`src/rtl/rf_write_arbiter_pkg.sv`:
```
// Shared definitions for the register-file write arbiter: FSM encoding,
// default widths and a helper for sizing requester index fields.
package rf_write_arbiter_pkg;

    // Default number of write requesters.
    localparam int unsigned NUM_REQ_DEF = 3;

    // Default register address width (32 registers).
    localparam int unsigned ADDR_W_DEF = 5;

    // Default register data width.
    localparam int unsigned DATA_W_DEF = 32;

    // Arbiter FSM encoding.
    typedef enum logic {
        IDLE  = 1'b0,
        WRITE = 1'b1
    } state_t;

    // Width needed to hold a requester index (at least one bit).
    function automatic int unsigned idx_width(input int unsigned n);
        return (n > 1) ? $clog2(n) : 1;
    endfunction

endpackage

```
`src/rtl/rf_write_arbiter_rr_pick.sv`:
```
// Combinational round-robin picker: returns the lowest set mask bit at or
// above ptr, wrapping to the lowest set bit overall when none is found.
module rr_pick #(
    parameter int unsigned NUM_REQ = 3,
    parameter int unsigned IDX_W   = 2
) (
    input  logic [NUM_REQ-1:0] mask,
    input  logic [IDX_W-1:0]   ptr,
    output logic               valid,
    output logic [IDX_W-1:0]   idx
);

    logic               upper_hit_c;
    logic [IDX_W-1:0]   upper_idx_c;
    logic               lower_hit_c;
    logic [IDX_W-1:0]   lower_idx_c;

    // Upward search from ptr, and a wrap-around search from bit 0.
    always_comb begin
        upper_hit_c = 1'b0;
        upper_idx_c = '0;
        lower_hit_c = 1'b0;
        lower_idx_c = '0;
        for (int i = 0; i < int'(NUM_REQ); i++) begin
            if (!upper_hit_c && mask[i] && (IDX_W'(i) >= ptr)) begin
                upper_hit_c = 1'b1;
                upper_idx_c = IDX_W'(i);
            end
            if (!lower_hit_c && mask[i]) begin
                lower_hit_c = 1'b1;
                lower_idx_c = IDX_W'(i);
            end
        end
    end

    // Prefer the candidate at/above ptr; fall back to the wrapped one.
    always_comb begin
        valid = upper_hit_c | lower_hit_c;
        idx   = upper_hit_c ? upper_idx_c : lower_idx_c;
    end

endmodule

```
`src/rtl/rf_write_arbiter.sv`:
```
// Register-file write arbiter: round-robin grants one requester per cycle,
// drives a one-hot register load enable, the broadcast write data and a
// one-cycle ACK back to the winning requester.
module rf_write_arbiter
    import rf_write_arbiter_pkg::*;
#(
    parameter int unsigned NUM_REQ = NUM_REQ_DEF,
    parameter int unsigned ADDR_W  = ADDR_W_DEF,
    parameter int unsigned DATA_W  = DATA_W_DEF
) (
    input  logic                      CLK,
    input  logic                      RST,
    input  logic [NUM_REQ-1:0]        REQ,
    input  logic [NUM_REQ*ADDR_W-1:0] REQ_ADDR,
    input  logic [NUM_REQ*DATA_W-1:0] REQ_DATA,
    input  logic                      HOLD,
    output logic [NUM_REQ-1:0]        ACK,
    output logic [(2**ADDR_W)-1:0]    LOAD,
    output logic [DATA_W-1:0]         WDATA,
    output logic                      BUSY
);

    localparam int unsigned IDX_W    = idx_width(NUM_REQ);
    localparam int unsigned NUM_REGS = 2 ** ADDR_W;

    state_t                 state;
    logic [IDX_W-1:0]       ptr;
    logic [NUM_REQ-1:0]     ack_q;
    logic [NUM_REGS-1:0]    load_q;
    logic [DATA_W-1:0]      wdata_q;
    logic                   busy_q;

    logic [NUM_REQ-1:0]     elig_c;
    logic                   pick_valid_c;
    logic [IDX_W-1:0]       pick_idx_c;
    logic [ADDR_W-1:0]      sel_addr_c;
    logic [DATA_W-1:0]      sel_data_c;
    logic [NUM_REGS-1:0]    load_dec_c;
    logic [NUM_REQ-1:0]     ack_dec_c;
    logic [IDX_W-1:0]       ptr_next_c;

    // Eligible requesters: HOLD blocks all, and the one being acked now sits out.
    always_comb begin
        elig_c = HOLD ? '0 : (REQ & ~ack_q);
    end

    rr_pick #(
        .NUM_REQ (NUM_REQ),
        .IDX_W   (IDX_W)
    ) u_rr_pick (
        .mask  (elig_c),
        .ptr   (ptr),
        .valid (pick_valid_c),
        .idx   (pick_idx_c)
    );

    // Select the winner's address and data slices.
    always_comb begin
        sel_addr_c = '0;
        sel_data_c = '0;
        for (int i = 0; i < int'(NUM_REQ); i++) begin
            if (pick_idx_c == IDX_W'(i)) begin
                sel_addr_c = REQ_ADDR[i*ADDR_W +: ADDR_W];
                sel_data_c = REQ_DATA[i*DATA_W +: DATA_W];
            end
        end
    end

    // One-hot load decoder; R0 is hardwired to zero so it never gets a load.
    always_comb begin
        load_dec_c = '0;
        for (int r = 1; r < int'(NUM_REGS); r++) begin
            load_dec_c[r] = (sel_addr_c == ADDR_W'(r));
        end
    end

    // One-hot ACK for the winner and the pointer just past it (with wrap).
    always_comb begin
        ack_dec_c = '0;
        for (int i = 0; i < int'(NUM_REQ); i++) begin
            ack_dec_c[i] = (pick_idx_c == IDX_W'(i));
        end
        if (pick_idx_c == IDX_W'(NUM_REQ - 1)) begin
            ptr_next_c = '0;
        end else begin
            ptr_next_c = pick_idx_c + IDX_W'(1);
        end
    end

    // Arbiter FSM with registered write outputs; grants may chain back-to-back.
    always_ff @(posedge CLK or negedge RST) begin
        if (!RST) begin
            state   <= IDLE;
            ptr     <= '0;
            ack_q   <= '0;
            load_q  <= '0;
            wdata_q <= '0;
            busy_q  <= 1'b0;
        end else begin
            case (state)
                IDLE: begin
                    if (pick_valid_c) begin
                        state   <= WRITE;
                        ptr     <= ptr_next_c;
                        ack_q   <= ack_dec_c;
                        load_q  <= load_dec_c;
                        wdata_q <= sel_data_c;
                        busy_q  <= 1'b1;
                    end
                end
                WRITE: begin
                    if (pick_valid_c) begin
                        state   <= WRITE;
                        ptr     <= ptr_next_c;
                        ack_q   <= ack_dec_c;
                        load_q  <= load_dec_c;
                        wdata_q <= sel_data_c;
                        busy_q  <= 1'b1;
                    end else begin
                        state   <= IDLE;
                        ack_q   <= '0;
                        load_q  <= '0;
                        busy_q  <= 1'b0;
                    end
                end
                default: begin
                    state   <= IDLE;
                    ack_q   <= '0;
                    load_q  <= '0;
                    busy_q  <= 1'b0;
                end
            endcase
        end
    end

    // Drive ports straight from the output registers.
    always_comb begin
        ACK   = ack_q;
        LOAD  = load_q;
        WDATA = wdata_q;
        BUSY  = busy_q;
    end

endmodule

```
`config.mk`:
```
export PLATFORM = sky130hd
export DESIGN_NAME = rf_write_arbiter
export DESIGN_NICKNAME = d
export VERILOG_FILES = /design/src/rtl/rf_write_arbiter_pkg.sv /design/src/rtl/rf_write_arbiter_rr_pick.sv /design/src/rtl/rf_write_arbiter.sv
export SDC_FILE = /design/constraint.sdc
export NUM_CORES = 1
export LEC_CHECK = 0
export CAP_MARGIN = 5
export CORE_ASPECT_RATIO = 1.4
export CORE_MARGIN = 1
export CORE_UTILIZATION = 43
export CTS_CLUSTER_DIAMETER = 60
export CTS_CLUSTER_SIZE = 30
export DETAILED_ROUTE_END_ITERATION = 10
export PLACE_DENSITY = 0.87
export SYNTH_ARGS = -nofsm -noshare
export SYNTH_HDL_FRONTEND = slang
export SYNTH_SLANG_ARGS = --single-unit
export TNS_END_PERCENT = 1
```
`constraint.sdc`:
```
create_clock -name CLK -period 6.85 [get_ports CLK]
set_clock_uncertainty 0.1 [all_clocks]
set_input_delay 1.0275 -clock CLK [delete_from_list [all_inputs] [get_ports CLK]]
set_output_delay 1.0275 -clock CLK [all_outputs]
set_load 0.01 [all_outputs]
```
== After elaboration in Yosys (flattened, before gate mapping) ==
Cells that the tools add are included.

* RAM bits: 0
* Memories: 0
* Latch bits: 0
* Output and inout bits: 68
* Bits in registers: 71
* Word-level logic and storage cells: 90
* Input port bits: 117
* Bits in read-only memories: 0

* Shift operators: 0
* Bitwise gates (word level): 4
* Multiply operators: 0
* Multiplexer cells: 30
* Magnitude comparators: 3
* Eq/ne operators: 34
* $add $sub $neg: 1
* Reduce and logical (&&, ||, !) cells: 12
* Div/mod/pow operators: 0

{| class="wikitable"
|+ Operators with widths
! operator !! number
|-
| $mux W32 || 6
|-
| $eq A5 B5 Y1 const B || 16
|-
| $pmux W32 S2 || 1
|-
| $eq A5 B4 Y1 const B || 8
|-
| $eq A5 B3 Y1 const B || 4
|-
| $mux W5 || 3
|-
| $eq A5 B2 Y1 const B || 2
|-
| $mux W1 || 10
|-
| $mux W2 || 5
|-
| $mux W3 || 3
|-
| $logic_and A1 B1 Y1 || 7
|-
| $pmux W3 S2 || 1
|-
| $eq A5 B1 Y1 const B || 1
|-
| $ge A1 B2 Y1 const A || 2
|-
| $logic_not A1 Y1 || 4
|-
| $and A3 B3 Y3 || 1
|-
| $not A3 Y3 || 1
|-
| $add A2 B1 Y2 const B || 1
|-
| $eq A2 B1 Y1 const B || 1
|-
| $eq A2 B2 Y1 const B || 1
|-
| $ge A2 B2 Y1 const A || 1
|-
| $logic_not A2 Y1 || 1
|-
| $ne A2 B2 Y1 const B || 1
|-
| $pmux W1 S2 || 1
|-
| other kinds (2) || 2
|}

== Logic depth before layout (Yosys ltp) ==
Gate-level depths: netlist of the first run.

* Depth in word-level cells: 21
* Depth in mapped cells: 8
* Gate-level depth less buffers: 7

== By module ==
Synthesis of the first run repeated with hierarchy kept, for this count alone.

* Cells, all modules: 364
* Area, all modules: 3633.5 sq um

{| class="wikitable"
|+ Modules (own cells, without submodules)
! module !! cells each !! area an instance (sq um) !! times used
|-
| rf_write_arbiter || 354 || 3574.7 || 1
|-
| rr_pick || 10 || 58.8 || 1
|}

== Worst setup path before layout of the first run ==
OpenSTA, ideal clock, no wires.

* Path type: in2reg
* From: input HOLD
* To: register load_q[4] (netlist: LOAD[4])
* Stages on the path: 7
* Data arrival time: 2.666 ns
* Path slack: 3.962 ns
* Data required time: 6.628 ns
* Cell sequence: or3b_1 > o221ai_2 > nand3_1 > and4_4 > buf_6 > and2_4 > a32o_1

* Longest elaborated chain between the ends: 19

{| class="wikitable"
|+ RTL lines
! what !! RTL line !! text
|-
| start: declaration || rf_write_arbiter.sv:16 || <nowiki>input logic HOLD,</nowiki>
|-
| $mux W3 * || rf_write_arbiter.sv:44 || <nowiki>elig_c = HOLD ? '0 : (REQ & ~ack_q);</nowiki>
|-
| $logic_and A1 B1 Y1 || rf_write_arbiter_rr_pick.sv:25 || <nowiki>if (!upper_hit_c && mask[i] && (IDX_W'(i) >= ptr)) begin</nowiki>
|-
| $mux W1 || rf_write_arbiter_rr_pick.sv:25 ||
|-
| $logic_not A1 Y1 || rf_write_arbiter_rr_pick.sv:25 ||
|-
| $logic_and A1 B1 Y1 (2 in series) || rf_write_arbiter_rr_pick.sv:25 ||
|-
| $mux W1 || rf_write_arbiter_rr_pick.sv:25 ||
|-
| $logic_not A1 Y1 || rf_write_arbiter_rr_pick.sv:25 ||
|-
| $logic_and A1 B1 Y1 (2 in series) || rf_write_arbiter_rr_pick.sv:25 ||
|-
| $mux W2 or $mux W1 (tied branches) || rf_write_arbiter_rr_pick.sv:25 ||
|-
| $mux W2 || rf_write_arbiter_rr_pick.sv:39 || <nowiki>idx = upper_hit_c ? upper_idx_c : lower_idx_c;</nowiki>
|-
| $logic_not A2 Y1 || rf_write_arbiter.sv:62 || <nowiki>if (pick_idx_c == IDX_W'(i)) begin</nowiki>
|-
| $mux W5 (3 in series) || rf_write_arbiter.sv:62 ||
|-
| $eq A5 B3 Y1 || rf_write_arbiter.sv:73 || <nowiki>load_dec_c[r] = (sel_addr_c == ADDR_W'(r));</nowiki>
|-
| $mux W32 (on tied branches) || rf_write_arbiter.sv:112, rf_write_arbiter.sv:102 ||
|-
| $pmux W32 S2 || rf_write_arbiter.sv:100 || <nowiki>case (state)</nowiki>
|-
| end signal: assignment || rf_write_arbiter.sv:106 || <nowiki>load_q <= load_dec_c;</nowiki>
|-
| end signal: assignment || rf_write_arbiter.sv:116 || <nowiki>load_q <= load_dec_c;</nowiki>
|-
| end: declaration || rf_write_arbiter.sv:29 || <nowiki>logic [NUM_REGS-1:0] load_q;</nowiki>
|}

Mark *: on every way between the ends. The rest lies on a longest branch, timed or not. The select of a mux whose other input is x is not followed.
A chain may end at the register's enable or synchronous reset.

== Worst setup path after layout of the first run ==
* From: input HOLD
* To: register load_q[18] (netlist: LOAD[18])

* Longest elaborated chain between the ends: 19

{| class="wikitable"
|+ RTL lines
! what !! RTL line
|-
| $mux W3 * || rf_write_arbiter.sv:44
|-
| $logic_and A1 B1 Y1 || rf_write_arbiter_rr_pick.sv:25
|-
| $mux W1 || rf_write_arbiter_rr_pick.sv:25
|-
| $logic_not A1 Y1 || rf_write_arbiter_rr_pick.sv:25
|-
| $logic_and A1 B1 Y1 (2 in series) || rf_write_arbiter_rr_pick.sv:25
|-
| $mux W1 || rf_write_arbiter_rr_pick.sv:25
|-
| $logic_not A1 Y1 || rf_write_arbiter_rr_pick.sv:25
|-
| $logic_and A1 B1 Y1 (2 in series) || rf_write_arbiter_rr_pick.sv:25
|-
| $mux W2 or $mux W1 (tied branches) || rf_write_arbiter_rr_pick.sv:25
|-
| $mux W2 || rf_write_arbiter_rr_pick.sv:39
|-
| $logic_not A2 Y1 || rf_write_arbiter.sv:62
|-
| $mux W5 (3 in series) || rf_write_arbiter.sv:62
|-
| $eq A5 B5 Y1 || rf_write_arbiter.sv:73
|-
| $mux W32 (on tied branches) || rf_write_arbiter.sv:112, rf_write_arbiter.sv:102
|-
| $pmux W32 S2 || rf_write_arbiter.sv:100
|}

Marks and branches as above.

==> reports/metrics.cfg, run 1 <==
[run_status]
status = finished clean

[route]
drt_first_pass_iters = 5
drc_errors = 0
via_per_inst = 5.61
ant_nets = 0
wl_per_cell_um = 16.8
drt_iter0_drc = 297
vias = 3565
wl_mm = 10.7

[logic_synthesis]
synth_compound_area_frac = 0.279
ys.flop_type = dfrtp_1
syn-cell-area_um2 = 3500
yosysUniqueCellTypes = 60
synth.area.mux_share = 0
synth-seq-area-share = 0.500
yosys.area_share.xor_xnor = 0.00250
synth_edf_count = 0
synth_top_family_by_area = compound AO/OA/AOI/OAI gates
syn_inst = 358
synth_nets = 475
async_flop_share = 1.00
synth.top_cell.area_share = 0.500
syn_avg_cell_area_um2 = 9.79
synth-adder-area-share = 0
yosysWarnings = 0
yosysTopAreaCell = dfrtp_1
synth-seq-cells = 70
synth_area_leaders = dfrtp_1 50%, nand2_1 7.8%, a22oi_1 6.6%, a31oi_1 5.5%, nor2_1 4.3%
yosys.area_share.simple = 0.170

[placed_design]
dp_cells = 619
dp_hpwl_mm = 8.03
gp_congestion = 0.905
port_buffers = 183
dpl_cell_area_um2 = 5340

[critical_path]
endpoint_kind = register
cp_data_required_time_ps = 6990
crit_path_max_fanout = 35
critical_path.cell_chain = clkdlybuf4s50_1 > nor3b_2 > o221a_2 > nand2_1 > a31oi_4 > nand2_1 > o21ai_0
path_common_cell = nand2_1
path_class = input port to register
cpPeakStageDelay_ps = 710
start_kind = input port
crit_arrival_ps = 3550
slowest_stage = o221a_2

[die]
die_area_um2 = 8520
die_x_um = 78.3
die_h_um = 109
pin_count = 185
design.core.area_um2 = 7850
rows = 38
initial_utilization = 0.447

[global_route]
grt_overflow = 0
first_global_vias = 3580
grt_pass1_wl_mm = 17.2
grt_max_degree = 71
antenna_found_initial = 0
track_usage = 0.263

[clocking]
worstSkewPairLatency_ps = 340
clock-sinks = 70
cts_hold_buf = 0
cts.htree.levels = 3
cts_tree = done
clockBufferDepth = 2
cts_setup_buffers = 0
cts_made_buffers = 9
cts_resized = 0
cts.reportedPaths.clkPinSlew_ps = 90
cts-root-buf = clkbuf_8

[timing]
worst-slew-pin-transition_ps = 847
setup_viol = 0
tns_ps = 0
rsz0062_at_grt = false
layout_min_cycle_time_ps = 3410
relSlewSlack = 0.435
period_share = 0.498
clock.fmax_ghz = 0.293
hold_viol = 0
slew_violations = 0

[power]
clockPowerShare = 0.215
p_switching_w = 0.000525
vdd_drop_max_mv = 0.119
swShare = 0.357
p_per_area_nw_per_um2 = 265
intPower_w = 0.000946
finalPower_w = 0.00147
comb_power_share = 0.407
p_seq_frac = 0.378
p_leak_nw = 2.22

[cells_and_area]
syn_to_final_growth_pct = 58.3
fin_area_um2 = 5550
layout-drive-gt1-share = 0.0970
fin_cells = 636
antenna_cells = 0
final_common_cell = clkdlybuf4s50_1
nets = 648
fillers = 642
utilization = 0.707
regArea_um2 = 1750
layout_common_cells = 182 x clkdlybuf4s50_1, 73 x nand2_1, 70 x dfrtp_1
multiInputGateArea_um2 = 1590

[hold_path]
hp-class = register to register

[job]
maxCapViolCount = 0

-- flip-flops by register name (all words and copies together) (netlist names) --
name   cells
ACK        3
BUSY       1
LOAD      31
WDATA     32
ptr        2
state      1
-- kinds of logic after synthesis --
kind of cell / Yosys count
AOI/OAI and AO/OA: 122
xor gates and xnor gates: 1
buffers and inverters: 29
DFF: 70
other: 1
and+or+nand+nor: 135
-- power groups by stage --
stage	combinational, W	clock (W)	sequential [W]
2_1_floorplan	0.000247	0	0.000597
3_3_place_gp	0.000580	0	0.000559
3_5_place_dp	0.000592	0	0.000564
4_1_cts	0.000594	0.000321	0.000557
5_1_grt	0.000646	0.000342	0.000569
6_report	0.000599	0.000316	0.000556
-- synthesized netlist by cell type, types with 2 or more instances --
| master | number |
|---|---|
| a21oi_1 | 3 |
| a221oi_1 | 2 |
| a22oi_1 | 31 |
| a31oi_1 | 31 |
| a32o_1 | 14 |
| buf_6 | 3 |
| clkbuf_1 | 18 |
| clkbuf_8 | 2 |
| dfrtp_1 | 70 |
| inv_1 | 3 |
| nand2_1 | 73 |
| nand2b_1 | 2 |
| nand3_1 | 2 |
| nor2_1 | 40 |
| nor3_1 | 2 |
| o21ai_0 | 12 |
| o21ai_1 | 4 |
| o221a_2 | 2 |
| o221ai_1 | 2 |
| o22ai_1 | 2 |
-- worst max-delay path: cells and delay by family --
kind / cells / cell delay [ps]
AO/OA/AOI/OAI: 3 / 1320
AND/OR/NAND/NOR: 3 / 690
buffers and inverters: 1 / 500
-- final cells by class --
class	count	share of cell area
inverter	3	0.00203
timing repair buffer	188	0.340
clock buffer	9	0.0223
tap	100	0.0225
sequential	70	0.316
clock inverter	7	0.0110
multi-input combinational	259	0.287
-- per-stage QoR --
step / worst slack (ps) / hold WS [ps]
after floorplan: 3960 / 395
after global placement: 3010 / 361
after detailed placement: 2890 / 371
after CTS: 3230 / 390
after global routing: 3200 / 412
final: 3440 / 387
-- per-layer routing --
metal / routed length (µm) / vias up / track usage
met5: 0 / - / 0
li1: - / 1670 / -
met2: 5850 / 188 / 0.488
met3: 635 / 24 / 0.0393
met1: 3920 / 1683 / 0.290
met4: 301 / 0 / 0.134
-- worst paths after layout --
check	start	to	slack [ps]	depth (start not counted)
setup / recovery	HOLD	LOAD[18]$_DFFE_PN0P_	3440	7
hold / removal	LOAD[24]$_DFFE_PN0P_	LOAD[24]$_DFFE_PN0P_	390	2
setup reg to reg	ACK[1]$_DFFE_PN0P_	LOAD[13]$_DFFE_PN0P_	4190	6
hold reg to reg	LOAD[24]$_DFFE_PN0P_	LOAD[24]$_DFFE_PN0P_	390	2
max in group asynchronous	RST	WDATA[26]$_DFFE_PN0P_	5320	2
min in group asynchronous	RST	LOAD[18]$_DFFE_PN0P_	760	2
Power figures use the tool's default switching activity.
==> run 2, diff against run 1 <==
CORE_UTILIZATION = 40   (was 43)
PLACE_DENSITY = 0.81   (was 0.87)
clock period = 3.3 ns   (was 6.85 ns; I/O delays follow)
==> run 2 against run 1 <==
Non-clock buffer count is 5 higher. First-iteration DRC count is 40% lower. Worst setup slack worse by 2900 ps. Clock power grew to 3.8 times the previous value. Critical path depth stayed put. Combinational power is 110% higher. Critical path type unchanged.
==> reports/metrics.cfg, run 2 (same netlist as run 1, synthesis figures left out) <==
[run_status]
status = finished clean  ; unchanged

[cells_and_area]
layout_common_cells = 182 x clkdlybuf4s50_1, 73 x nand2_1, 70 x dfrtp_1  ; unchanged
fillers = 692  ; was 642
nets = 653  ; was 648
layout-drive-gt1-share = 0.105  ; was 0.0970
final_common_cell = clkdlybuf4s50_1  ; unchanged
syn_to_final_growth_pct = 64.7  ; was 58.3%
largest_register_ffs = 32  ; unchanged
antenna_cells = 0  ; unchanged
fin_cells = 646  ; was 636

[die]
die_x_um = 81.1  ; was 78.3 µm
design.core.area_um2 = 8560  ; was 7850 µm²
pin_count = 185  ; unchanged
die_area_um2 = 9150  ; was 8520 µm²
rows = 40  ; was 38
die_h_um = 113  ; was 109 µm
initial_utilization = 0.410  ; was 0.447

[timing]
clock.fmax_ghz = 0.359
worst-slew-pin-transition_ps = 547  ; was 847 ps
relSlewSlack = 0.635  ; was 0.435
slew_violations = 0  ; unchanged
rsz0062_at_grt = false  ; unchanged
hold_viol = 0  ; unchanged
layout_min_cycle_time_ps = 2790
setup_viol = 0  ; unchanged
tns_ps = 0  ; unchanged
period_share = 0.844

[placed_design]
port_buffers = 183  ; unchanged
dp_cells = 630  ; was 619
dp_hpwl_mm = 8.37  ; was 8.03 mm
gp_congestion = 0.926  ; was 0.905

[route]
ant_nets = 0  ; unchanged
wl_per_cell_um = 17.0  ; was 16.8 µm
vias = 3549  ; was 3565
drt_iter0_drc = 177  ; was 297
wl_mm = 11.0  ; was 10.7 mm
drt_first_pass_iters = 5  ; unchanged
via_per_inst = 5.49  ; was 5.61
drc_errors = 0  ; unchanged

[global_route]
grt_overflow = 0  ; unchanged
grt_max_degree = 46  ; was 71
grt_pass1_wl_mm = 17.5  ; was 17.2 mm
antenna_found_initial = 0  ; unchanged
first_global_vias = 3567  ; was 3580
track_usage = 0.254  ; was 0.263

[power]
p_per_area_nw_per_um2 = 624  ; was 265 nW/µm²
p_leak_nw = 2.32  ; was 2.22 nW
vdd_drop_max_mv = 0.364  ; was 0.119 mV

[job]
maxCapViolCount = 0  ; unchanged

[hold_path]
hp-class = input port to async pin  ; was register to register

[clocking]
clockBufferDepth = 2  ; unchanged
cts_hold_buf = 0  ; unchanged
cts.htree.levels = 3  ; unchanged
cts-root-buf = clkbuf_16  ; was clkbuf_8
cts_tree = done  ; unchanged
clock-sinks = 70  ; unchanged
cts.reportedPaths.clkPinSlew_ps = 60  ; was 90 ps
cts_setup_buffers = 0  ; unchanged
cts_made_buffers = 9  ; unchanged
cts_resized = 0  ; unchanged
worstSkewPairLatency_ps = 330  ; was 340 ps

[critical_path]
cp_data_required_time_ps = 3420  ; was 6990 ps
crit_arrival_ps = 2900  ; was 3550 ps
path_class = input port to register  ; unchanged
regToRegSetupSlack_ps = 700  ; was 4190 ps
endpoint_kind = register  ; unchanged
r2r_end = LOAD[31]$_DFFE_PN0P_  ; was LOAD[13]$_DFFE_PN0P_
r2r_cells = 6  ; unchanged
crit_path_max_fanout = 11  ; was 35
start_kind = input port  ; unchanged
rr_startpoint = ptr[1]$_DFFE_PN0P_  ; was ACK[1]$_DFFE_PN0P_

## run 2: worst max-delay path by stage
stage,to,start,cells after the start
after floorplan,LOAD[4]$_DFFE_PN0P_,ACK[1]$_DFFE_PN0P_,8
after global placement,LOAD[22]$_DFFE_PN0P_,HOLD,7
after detailed placement,LOAD[22]$_DFFE_PN0P_,HOLD,7
after CTS,LOAD[22]$_DFFE_PN0P_,HOLD,7
after global routing,LOAD[22]$_DFFE_PN0P_,HOLD,7
final,LOAD[22]$_DFFE_PN0P_,HOLD,7
## run 2: worst max-delay path: stages
cell and delay [ps]:
clkdlybuf4s50_1 510, or3b_1 430, o221ai_2 450, o21ai_4 220, o221ai_1 390, nor2_1 130, a32o_1 280
## run 2: area by class of cell
type | instances | area, µm² | area share
Inverter | 3 | 11.3 | 0.00195
Sequential cell | 70 | 1750 | 0.304
Clock buffer | 9 | 225 | 0.0390
Timing Repair Buffer | 193 | 1910 | 0.332
Multi-Input combinational cell | 259 | 1590 | 0.276
Tap cell | 105 | 131 | 0.0228
Clock inverter | 7 | 145 | 0.0252
## run 2: stage by stage
stage	setup slack (ps)	instance area (µm²)	util	hold WS (ps)	power (W)
after floorplan	904	3500	-	99.4	0.00175
after detailed placement	172	5400	0.631	371	0.00242
after CTS	524	5770	0.674	88.4	0.00363
after global routing	378	5770	0.674	109	0.00378
after global placement	288	5400	0.631	362	0.00239
final	514	5770	0.674	81.5	0.00360
## run 2: power breakdown
group	total [W]	switching, W	internal, W
Combinational	0.00125	0.000609	0.000642
Clock	0.00120	0.000380	0.000818
Sequential	0.00115	0.000111	0.00104
## run 2: layer usage
metal	part of all wire	wire length [µm]	track usage	up-vias
met1	0.36	3990	0.284	1667
met4	0.022	243	0.117	0
met3	0.073	799	0.0597	19
li1	-	-	-	1679
met2	0.54	5970	0.445	184
met5	0	0	0	-
==> run 3, diff against run 2 <==
clock period = 2.6 ns   (was 3.3 ns; I/O delays follow)
==> run 3 against run 2 <==
Flip-flop and latch count unchanged. Critical path type unchanged. Non-clock buffer count increased by 21. Design area increased by 2.6%.
==> reports/metrics.cfg, run 3 (same netlist as run 1, synthesis figures left out) <==
[run_status]
status = finished clean  ; unchanged

[critical_path]
crit_path_max_fanout = 8  ; was 11
critical_path.cell_chain = clkdlybuf4s50_1 > or3b_1 > o221ai_2 > o21ai_4 > buf_4 > o311ai_4 > nand2_1 > o21ai_0  ; was clkdlybuf4s50_1 > or3b_1 > o221ai_2 > o21ai_4 > o221ai_1 > nor2_1 > a32o_1
endpoint_kind = register  ; unchanged
cp_data_required_time_ps = 2720  ; was 3420 ps
crit_arrival_ps = 2640  ; was 2900 ps
path_class = input port to register  ; unchanged
cpPeakStageDelay_ps = 470  ; was 510 ps
slowest_stage = clkdlybuf4s50_1  ; unchanged
start_kind = input port  ; unchanged

[timing]
relSlewSlack = 0.602  ; was 0.635
worst-slew-pin-transition_ps = 596  ; was 547 ps
layout_min_cycle_time_ps = 2520
setup_viol = 0  ; unchanged
period_share = 0.969
clock.fmax_ghz = 0.397
hold_viol = 0  ; unchanged
rsz0062_at_grt = false  ; unchanged
slew_violations = 0  ; unchanged

[job]
maxCapViolCount = 0  ; unchanged

[global_route]
grt_max_degree = 50  ; was 46
grt_pass1_wl_mm = 17.5  ; about the same
track_usage = 0.256  ; was 0.254
grt_overflow = 0  ; unchanged
antenna_found_initial = 0  ; unchanged
first_global_vias = 3756  ; was 3567

[die]
die_x_um = 81.1  ; unchanged
initial_utilization = 0.410  ; unchanged
die_area_um2 = 9150  ; unchanged
pin_count = 185  ; unchanged
design.core.area_um2 = 8560  ; unchanged
rows = 40  ; unchanged
die_h_um = 113  ; unchanged

[hold_path]
hp-class = register to register  ; was input port to async pin

[clocking]
cts_tree = done  ; unchanged
cts-root-buf = clkbuf_16  ; unchanged
cts_made_buffers = 9  ; unchanged
worstSkewPairLatency_ps = 330  ; about the same
clock-sinks = 70  ; unchanged
cts.reportedPaths.clkPinSlew_ps = 60  ; about the same
clockBufferDepth = 2  ; unchanged
cts.htree.levels = 3  ; unchanged
cts_setup_buffers = 0  ; unchanged

[cells_and_area]
syn_to_final_growth_pct = 69.0  ; was 64.7%
multiInputGateArea_um2 = 1590  ; about the same
final_common_cell = clkdlybuf4s50_1  ; unchanged
fin_cells = 667  ; was 646
layout-drive-gt1-share = 0.137  ; was 0.105
antenna_cells = 0  ; unchanged
nets = 674  ; was 653
layout_common_cells = 182 x clkdlybuf4s50_1, 73 x nand2_1, 70 x dfrtp_1  ; unchanged
regArea_um2 = 1750  ; unchanged
fillers = 673  ; was 692
largest_register_ffs = 32  ; unchanged

[route]
ant_nets = 0  ; unchanged
wl_per_cell_um = 16.8  ; was 17.0 µm
drt_iter0_drc = 211  ; was 177
drt_first_pass_iters = 5  ; unchanged
vias = 3663  ; was 3549
drc_errors = 0  ; unchanged
wl_mm = 11.2  ; was 11.0 mm
via_per_inst = 5.49  ; about the same

[placed_design]
dp_cells = 650  ; was 630
port_buffers = 183  ; unchanged
gp_congestion = 0.909  ; was 0.926
dp_hpwl_mm = 8.53  ; was 8.37 mm

[power]
finalPower_w = 0.00447  ; was 0.00360 W
vdd_drop_max_mv = 0.560  ; was 0.364 mV
intPower_w = 0.00306  ; was 0.00250 W
clockPowerShare = 0.295  ; was 0.333
p_leak_nw = 2.42  ; was 2.32 nW
p_seq_frac = 0.328  ; was 0.320
p_per_area_nw_per_um2 = 755  ; was 624 nW/µm²
swShare = 0.317  ; was 0.305
p_switching_w = 0.00142  ; was 0.00110 W
comb_power_share = 0.377  ; was 0.347

[run 3: changes by cell type in the layout (fill, tap and decap cells not counted)]
| cell | before | now |
|---|---|---|
| buf_4 | 9 | 26 |
| and2_2 | 1 | 0 |
| buf_12 | 1 | 4 |
| clkinvlp_4 | 1 | 2 |
| and2_4 | 1 | 2 |
| bufinv_16 | 4 | 2 |
| dlygate4sd3_1 | 0 | 1 |
| clkinv_2 | 0 | 1 |
[run 3: worst max-delay path, delay by kind of cell]
family | cells | cell delay, ps
AND/OR/NAND/NOR | 2 | 510
AO/OA/AOI/OAI | 4 | 1090
buffers and inverters | 2 | 650
[run 3: timing repair]
item,4_1_cts,5_1_grt
hold buffers,1,0
resized for setup,0,1
endpoints found under the setup margin,0,1
hold endpoints to repair,23,0
[run 3: path summary, 6_finish.rpt]
path | endpoint | slack (ps) | start | depth (start not counted)
min in group asynchronous | LOAD[19]$_DFFE_PN0P_ | 500 | RST | 2
max reg2reg | LOAD[25]$_DFFE_PN0P_ | 100 | ptr[1]$_DFFE_PN0P_ | 7
max | LOAD[24]$_DFFE_PN0P_ | 80 | REQ[0] | 8
min reg2reg | LOAD[21]$_DFFE_PN0P_ | 380 | LOAD[21]$_DFFE_PN0P_ | 2
max in group asynchronous | WDATA[24]$_DFFE_PN0P_ | 1220 | RST | 3
min | LOAD[21]$_DFFE_PN0P_ | 380 | LOAD[21]$_DFFE_PN0P_ | 2
[run 3: per-layer routing]
layer  track usage  share of wire
met5             0              0
met4         0.132          0.036
met1         0.275           0.37
met2         0.449           0.53
met3        0.0669          0.073
[run 3: power by group through the flow]
stage | clock (W) | combinational (W) | sequential, W
3_5_place_dp | 0 | 0.00168 | 0.00149
5_1_grt | 0.00138 | 0.00181 | 0.00150
3_3_place_gp | 0 | 0.00165 | 0.00147
2_1_floorplan | 0 | 0.000651 | 0.00157
6_report | 0.00132 | 0.00169 | 0.00147
4_1_cts | 0.00133 | 0.00169 | 0.00147
[run 3: layout make-up]
| type | instances | area share |
|---|---|---|
| Timing Repair Buffer | 214 | 0.357 |
| Inverter | 3 | 0.00190 |
| Multi-Input combinational cell | 259 | 0.269 |
| Sequential cell | 70 | 0.296 |
| Clock inverter | 7 | 0.0165 |
| Tap cell | 105 | 0.0222 |
| Clock buffer | 9 | 0.0380 |
[run 3: per-stage QoR]
stage / setup TNS [ps] / cell area (µm²) / hold slack (ps) / worst slack [ps] / utilization
final: 0 / 5920 / 378 / 80.5 / 0.692
after global routing: 0 / 5920 / 409 / 6.92 / 0.692
after floorplan: 0 / 3500 / -5.59 / 204 / -
after CTS: 0 / 5920 / 386 / 64.2 / 0.692
after global placement: -1280 / 5590 / 311 / -76.4 / 0.653
after detailed placement: -3510 / 5590 / 321 / -299 / 0.653
